File: src/rtl/flex_cnt_pkg.sv
// Shared types and constants for the flex_counter_ext slice: counting mode
// encoding used by the top and the next-count sub-module.
package flex_cnt_pkg;

  localparam logic MODE_WRAP_ENC = 1'b0;
  localparam logic MODE_SAT_ENC  = 1'b1;

  typedef enum logic {
    MODE_WRAP = MODE_WRAP_ENC,
    MODE_SAT  = MODE_SAT_ENC
  } cnt_mode_t;

endpackage

File: src/rtl/flex_cnt_next.sv
// Combinational next-count for an enabled cycle: add step without truncation,
// clamp to rollover_i, then wrap to WRAP_VAL or saturate once at the terminal.
module flex_cnt_next
  import flex_cnt_pkg::*;
#(
  parameter int NUM_CNT_BITS = 32,
  parameter int STEP_BITS    = 8,
  parameter int WRAP_VAL     = 1
) (
  input  logic [NUM_CNT_BITS-1:0] count_i,
  input  logic [STEP_BITS-1:0]    step_i,
  input  logic [NUM_CNT_BITS-1:0] rollover_i,
  input  logic                    mode_i,
  output logic [NUM_CNT_BITS-1:0] next_o
);

  localparam int SUM_W = NUM_CNT_BITS + 1;
  localparam logic [NUM_CNT_BITS-1:0] WRAP_N = NUM_CNT_BITS'(WRAP_VAL);

  logic [SUM_W-1:0] sum;

  always_comb begin
    sum    = SUM_W'(count_i) + SUM_W'(step_i);
    next_o = count_i;
    // A zero terminal pins the count at zero in both modes.
    if (rollover_i == '0) begin
      next_o = '0;
    end else if (count_i < rollover_i) begin
      next_o = (sum >= SUM_W'(rollover_i)) ? rollover_i : sum[NUM_CNT_BITS-1:0];
    end else if (cnt_mode_t'(mode_i) == MODE_WRAP) begin
      next_o = WRAP_N;
    end else begin
      next_o = rollover_i;
    end
  end

endmodule

File: src/rtl/flex_counter_ext.sv
// Step counter with wrap/saturate modes, level and pulse rollover flags and an
// optional saturating wrap counter (compiled in with FLEX_CNT_WRAPCNT_EN).
module flex_counter_ext
  import flex_cnt_pkg::*;
#(
  parameter int NUM_CNT_BITS  = 32,
  parameter int STEP_BITS     = 8,
  parameter int WRAP_VAL      = 1,
  parameter int WRAP_CNT_BITS = 16
) (
  input  logic                     clk,
  input  logic                     n_rst,
  input  logic                     clear,
  input  logic                     count_enable,
  input  logic                     load,
  input  logic [NUM_CNT_BITS-1:0]  load_val,
  input  logic [STEP_BITS-1:0]     step,
  input  logic                     mode,
  input  logic [NUM_CNT_BITS-1:0]  rollover_val,
  output logic [NUM_CNT_BITS-1:0]  count_out,
  output logic                     rollover_flag,
  output logic                     rollover_pulse,
  output logic [WRAP_CNT_BITS-1:0] wrap_count
);

  logic [NUM_CNT_BITS-1:0] count_q, count_d, next_cnt;
  logic                    flag_q, flag_d;
  logic                    pulse_q, pulse_d;

  flex_cnt_next #(
    .NUM_CNT_BITS (NUM_CNT_BITS),
    .STEP_BITS    (STEP_BITS),
    .WRAP_VAL     (WRAP_VAL)
  ) u_next (
    .count_i    (count_q),
    .step_i     (step),
    .rollover_i (rollover_val),
    .mode_i     (mode),
    .next_o     (next_cnt)
  );

  always_comb begin
    count_d = count_q;
    flag_d  = flag_q;
    pulse_d = 1'b0;
    if (clear) begin
      count_d = '0;
      flag_d  = 1'b0;
    end else if (load) begin
      count_d = load_val;
      flag_d  = (load_val == rollover_val);
    end else if (count_enable) begin
      count_d = next_cnt;
      flag_d  = (next_cnt == rollover_val);
      pulse_d = (count_q != rollover_val) && (next_cnt == rollover_val);
    end
  end

  always_ff @(posedge clk) begin
    if (!n_rst) begin
      count_q <= '0;
      flag_q  <= 1'b0;
      pulse_q <= 1'b0;
    end else begin
      count_q <= count_d;
      flag_q  <= flag_d;
      pulse_q <= pulse_d;
    end
  end

  assign count_out      = count_q;
  assign rollover_flag  = flag_q;
  assign rollover_pulse = pulse_q;

`ifdef FLEX_CNT_WRAPCNT_EN
  logic [WRAP_CNT_BITS-1:0] wrap_q, wrap_d;
  logic                     wrap_ev;

  // Mirrors the wrap branch of flex_cnt_next so the default build carries no wrap logic.
  assign wrap_ev = !clear && !load && count_enable && (rollover_val != '0) &&
                   (count_q >= rollover_val) && (cnt_mode_t'(mode) == MODE_WRAP);

  always_comb begin
    wrap_d = wrap_q;
    if (clear) begin
      wrap_d = '0;
    end else if (wrap_ev && (wrap_q != '1)) begin
      wrap_d = wrap_q + 1'b1;
    end
  end

  always_ff @(posedge clk) begin
    if (!n_rst) begin
      wrap_q <= '0;
    end else begin
      wrap_q <= wrap_d;
    end
  end

  assign wrap_count = wrap_q;
`else
  assign wrap_count = {WRAP_CNT_BITS{1'b0}};
`endif

endmodule
File: config.mk
export PLATFORM = sky130hd
export DESIGN_NAME = flex_counter_ext
export DESIGN_NICKNAME = d
export VERILOG_FILES = /design/src/rtl/flex_cnt_pkg.sv /design/src/rtl/flex_cnt_next.sv /design/src/rtl/flex_counter_ext.sv
export SDC_FILE = /design/constraint.sdc
export NUM_CORES = 1
export LEC_CHECK = 0
export ABC_AREA = 1
export BUFFER_PORTS_ARGS = -buffer_cell sky130_fd_sc_hd__buf_2
export CELL_PAD_IN_SITES_DETAIL_PLACEMENT = 0
export CELL_PAD_IN_SITES_GLOBAL_PLACEMENT = 1
export CORE_MARGIN = 3
export CORE_UTILIZATION = 39
export DETAILED_ROUTE_END_ITERATION = 10
export HOLD_SLACK_MARGIN = 0.02
export PLACE_DENSITY = 0.81
export SYNTH_ARGS = -nofsm -noshare
export SYNTH_HDL_FRONTEND = slang
export SYNTH_SLANG_ARGS = --single-unit
File: constraint.sdc
create_clock -name clk -period 5.7 [get_ports clk]
set_input_delay 1.14 -clock clk [delete_from_list [all_inputs] [get_ports clk]]
set_output_delay 1.14 -clock clk [all_outputs]
set_load 0.005 [all_outputs]
==> results.cfg <==
[status]
status = finished, final reports clean

[timing]
worst_pin_slew_ns = 1.16
finalHoldViolCount = 0
finalClockSkew_ns = 0.00638
fin_crit_ns = 5.19
rsz0062_at_grt = false
maxSlewHeadroom_pct = 22.7
setup_ws_ns = 0.506
max_freq_mhz = 193
post-route-period-util_pct = 91.1
finalMaxSlewViolations = 0
setup_tns_ns = 0
worst_hold_slack_ns = 0.532
setup-violations-final = 0

[setup_path]
crit_buf_inv = 5
worst_setup_path_start_kind = input port
cp_max_fo = 14
cpMostUsedCell = nand2_1
critPathTopFamily = simple AND/OR/NAND/NOR gates
cp_data_arrival_time_ns = 5.41
crit_required_ns = 5.92
slowest_stage = fa_1
worstSetupEndpointType = register
cpPeakStageDelay_ns = 0.39
path_class = in2reg

[global_routing]
grt_usage_pct = 28.5
grt_pass1_wl_mm = 39.6
grt_max_degree = 37
antenna_found_initial = 0
globalRouteOverflowTotal = 0
grt_pass1_vias = 7003

[power]
p_int_w = 0.000574
p_seq_share_pct = 27.1
finalPower_w = 0.00100
combPwrFrac_pct = 44.7
ir_drop_mv = 0.127
p_per_area_nw_per_um2 = 140
switchingPower_w = 0.000430
power.share.clock_pct = 28.2
leakage_nw = 3.78
sw_frac_of_total_pct = 42.8

[floorplan]
initial_core_util_pct = 40.5
die_area_um2 = 17600
pin_count = 128
die_h_um = 133
num_rows = 45
fp.dieW_um = 133
core_area_um2 = 15500

[synth]
yosysTopAreaCellShare_pct = 21.8
synth-compound-area-share_pct = 14.0
muxShareOfSynthArea_pct = 0
synthCells = 1090
synth_top_family_by_area = simple AND/OR/NAND/NOR gates
synth_cell_types = 49
synth_simple_gate_area_share_pct = 44.1
ys_async_sr_fraction_pct = 0
syn-cell-area_um2 = 6270
ys_ff_latch = 34
synth_area_leaders = nand2_1 22%, ha_1 14%, dfxtp_1 11%
synth_flop_cell = dfxtp_1
synthXorXnorAreaFrac_pct = 4.47
synth_warnings = 0
postSynthAreaPerCell_um2 = 5.75
synth-adder-area-share_pct = 14.7
ys_seq_area_share_pct = 10.9
synth_edf_count = 0
yosysTopAreaCell = nand2_1

[clock_network]
clock_path_buffers = 2
cts-root-buf = clkbuf_16
insertion_delay_ns = 0.29
cts.sinks = 34
cts.clk_slew.worst_paths_ns = 0.06
cts_made_buffers = 5
cts_tree = built
htree_levels = 2

[finish]
final_net_count = 1344
fin_cells = 1403
multi_input_area_um2 = 4920
register_area_um2 = 681
layout-drive-gt1-share_pct = 13.5
area_growth_pct = 14.3
fill_cells = 1677
n_antenna_cell = 0

[placed_design]
dp_hpwl_mm = 20.8
pre_cts_ws_ns = 0.123
dp_cells = 1393
place_congestion = 0.975
io_buffers = 111

[drt]
drt_iter0_markers = 951
vias_per_cell = 5.59
dr.pass1.iters = 5
drc = 0
vias = 7846
wl_per_cell_um = 18.7
drt_wl_total_mm = 26.2
drtAntennaViolNets = 0

[min_path]
hp-class = reg2reg

[run]
cap_violations = 0
-- repair_timing --
item                                   CTS  global route
gates resized for setup                  0             4
hold buffers                             0             0
setup endpoints to repair                0             2
endpoints found under the hold margin    0             0
buffers inserted                         0             4
-- cell type report --
| class | count | area share (%) |
|---|---|---|
| clock buffers | 6 | 1.94 |
| inverters | 120 | 6.28 |
| multi-input cells | 901 | 68.7 |
| flip-flops and latches | 34 | 9.50 |
| well taps | 211 | 3.68 |
| repair buffers | 131 | 9.90 |
-- state kept, by name, summed over array words and instances, names as in the netlist --
signal	cells
rollover_flag	1
count_out	32
rollover_pulse	1
-- stage by stage --
step | util, % | area (um^2)
CTS | 46.0 | 7130
finish | 46.3 | 7170
detailed placement | 45.1 | 6990
global placement | 45.1 | 6990
floorplan | - | 6330
global route | 46.3 | 7170
-- power groups by stage --
stage,clock network (W),registers (W),logic (W)
global route,0.000293,0.000273,0.000501
floorplan,0,0.000266,0.000292
CTS,0.000285,0.000271,0.000436
global placement,0,0.000276,0.000433
detailed placement,0,0.000276,0.000433
finish,0.000283,0.000272,0.000448
-- cells in the mapped netlist (all sizes together) (2+ instances only) --
master	count
a21o	2
a21oi	59
a221oi	3
a22oi	18
a31oi	14
buf	32
clkbuf	18
dfxtp	34
ha	72
inv	119
nand2	368
nand3	133
nand3b	7
nand4	35
nor2	71
nor3	8
nor3b	2
nor4	6
o21ai	20
o22ai	23
or2	2
xnor2	10
xor2	22
-- layer usage --
metal | vias up | wire length [um] | GRT usage (%)
li1 | 3840 | - | -
met1 | 3552 | 12000 | 42.4
met2 | 408 | 10900 | 42.3
met3 | 46 | 2550 | 3.95
met4 | 0 | 701 | 8.37
met5 | - | 0 | 0
-- cells by family (layout without fill, tap and decap cells) --
logic type / after synthesis / in the layout
adder cells (fa/ha/maj): 73 / 73
AND/OR/NAND/NOR: 632 / 632
other: 1 / 16
buffers and inverters: 170 / 257
AO/OA/AOI/OAI: 148 / 148
flip-flops: 34 / 34
XOR/XNOR: 32 / 32
-- worst register-to-register path: cells and delay by family, from the launching register on --
kind	cells	cell delay [ns]
and+or+nand+nor	22	2.44
adders and majority gates	3	0.91
AOI/OAI and AO/OA	3	0.49
buffers and inverters	4	0.40
DFF	1	0.38
-- cells in the final DEF, fill, tap and decap left out, drive strengths merged, types with 2 or more instances in the layout --
cell type  netlist  final
nand2          368    368
nand3          133    133
buf             32    131
inv            119    119
ha              72     72
nor2            71     71
a21oi           59     59
nand4           35     35
dfxtp           34     34
o22ai           23     23
xor2            22     22
o21ai           20     20
a22oi           18     18
conb             1     16
a31oi           14     14
xnor2           10     10
nor3             8      8
nand3b           7      7
nor4             6      6
clkbuf          18      6
a221oi           3      3
nor3b            2      2
a21o             2      2
or2              2      2
-- worst paths after layout --
| kind | end | slack (ns) | cells past startpoint | from |
|---|---|---|---|---|
| setup / recovery | rollover_flag | 0.51 | 33 | step[0] |
| hold / removal | count_out[0] | 0.53 | 2 | count_out[0] |
| setup reg to reg | rollover_flag | 1.03 | 32 | count_out[0] |
| hold reg to reg | count_out[0] | 0.53 | 2 | count_out[0] |
No activity file was read; power rests on OpenSTA's default activity.
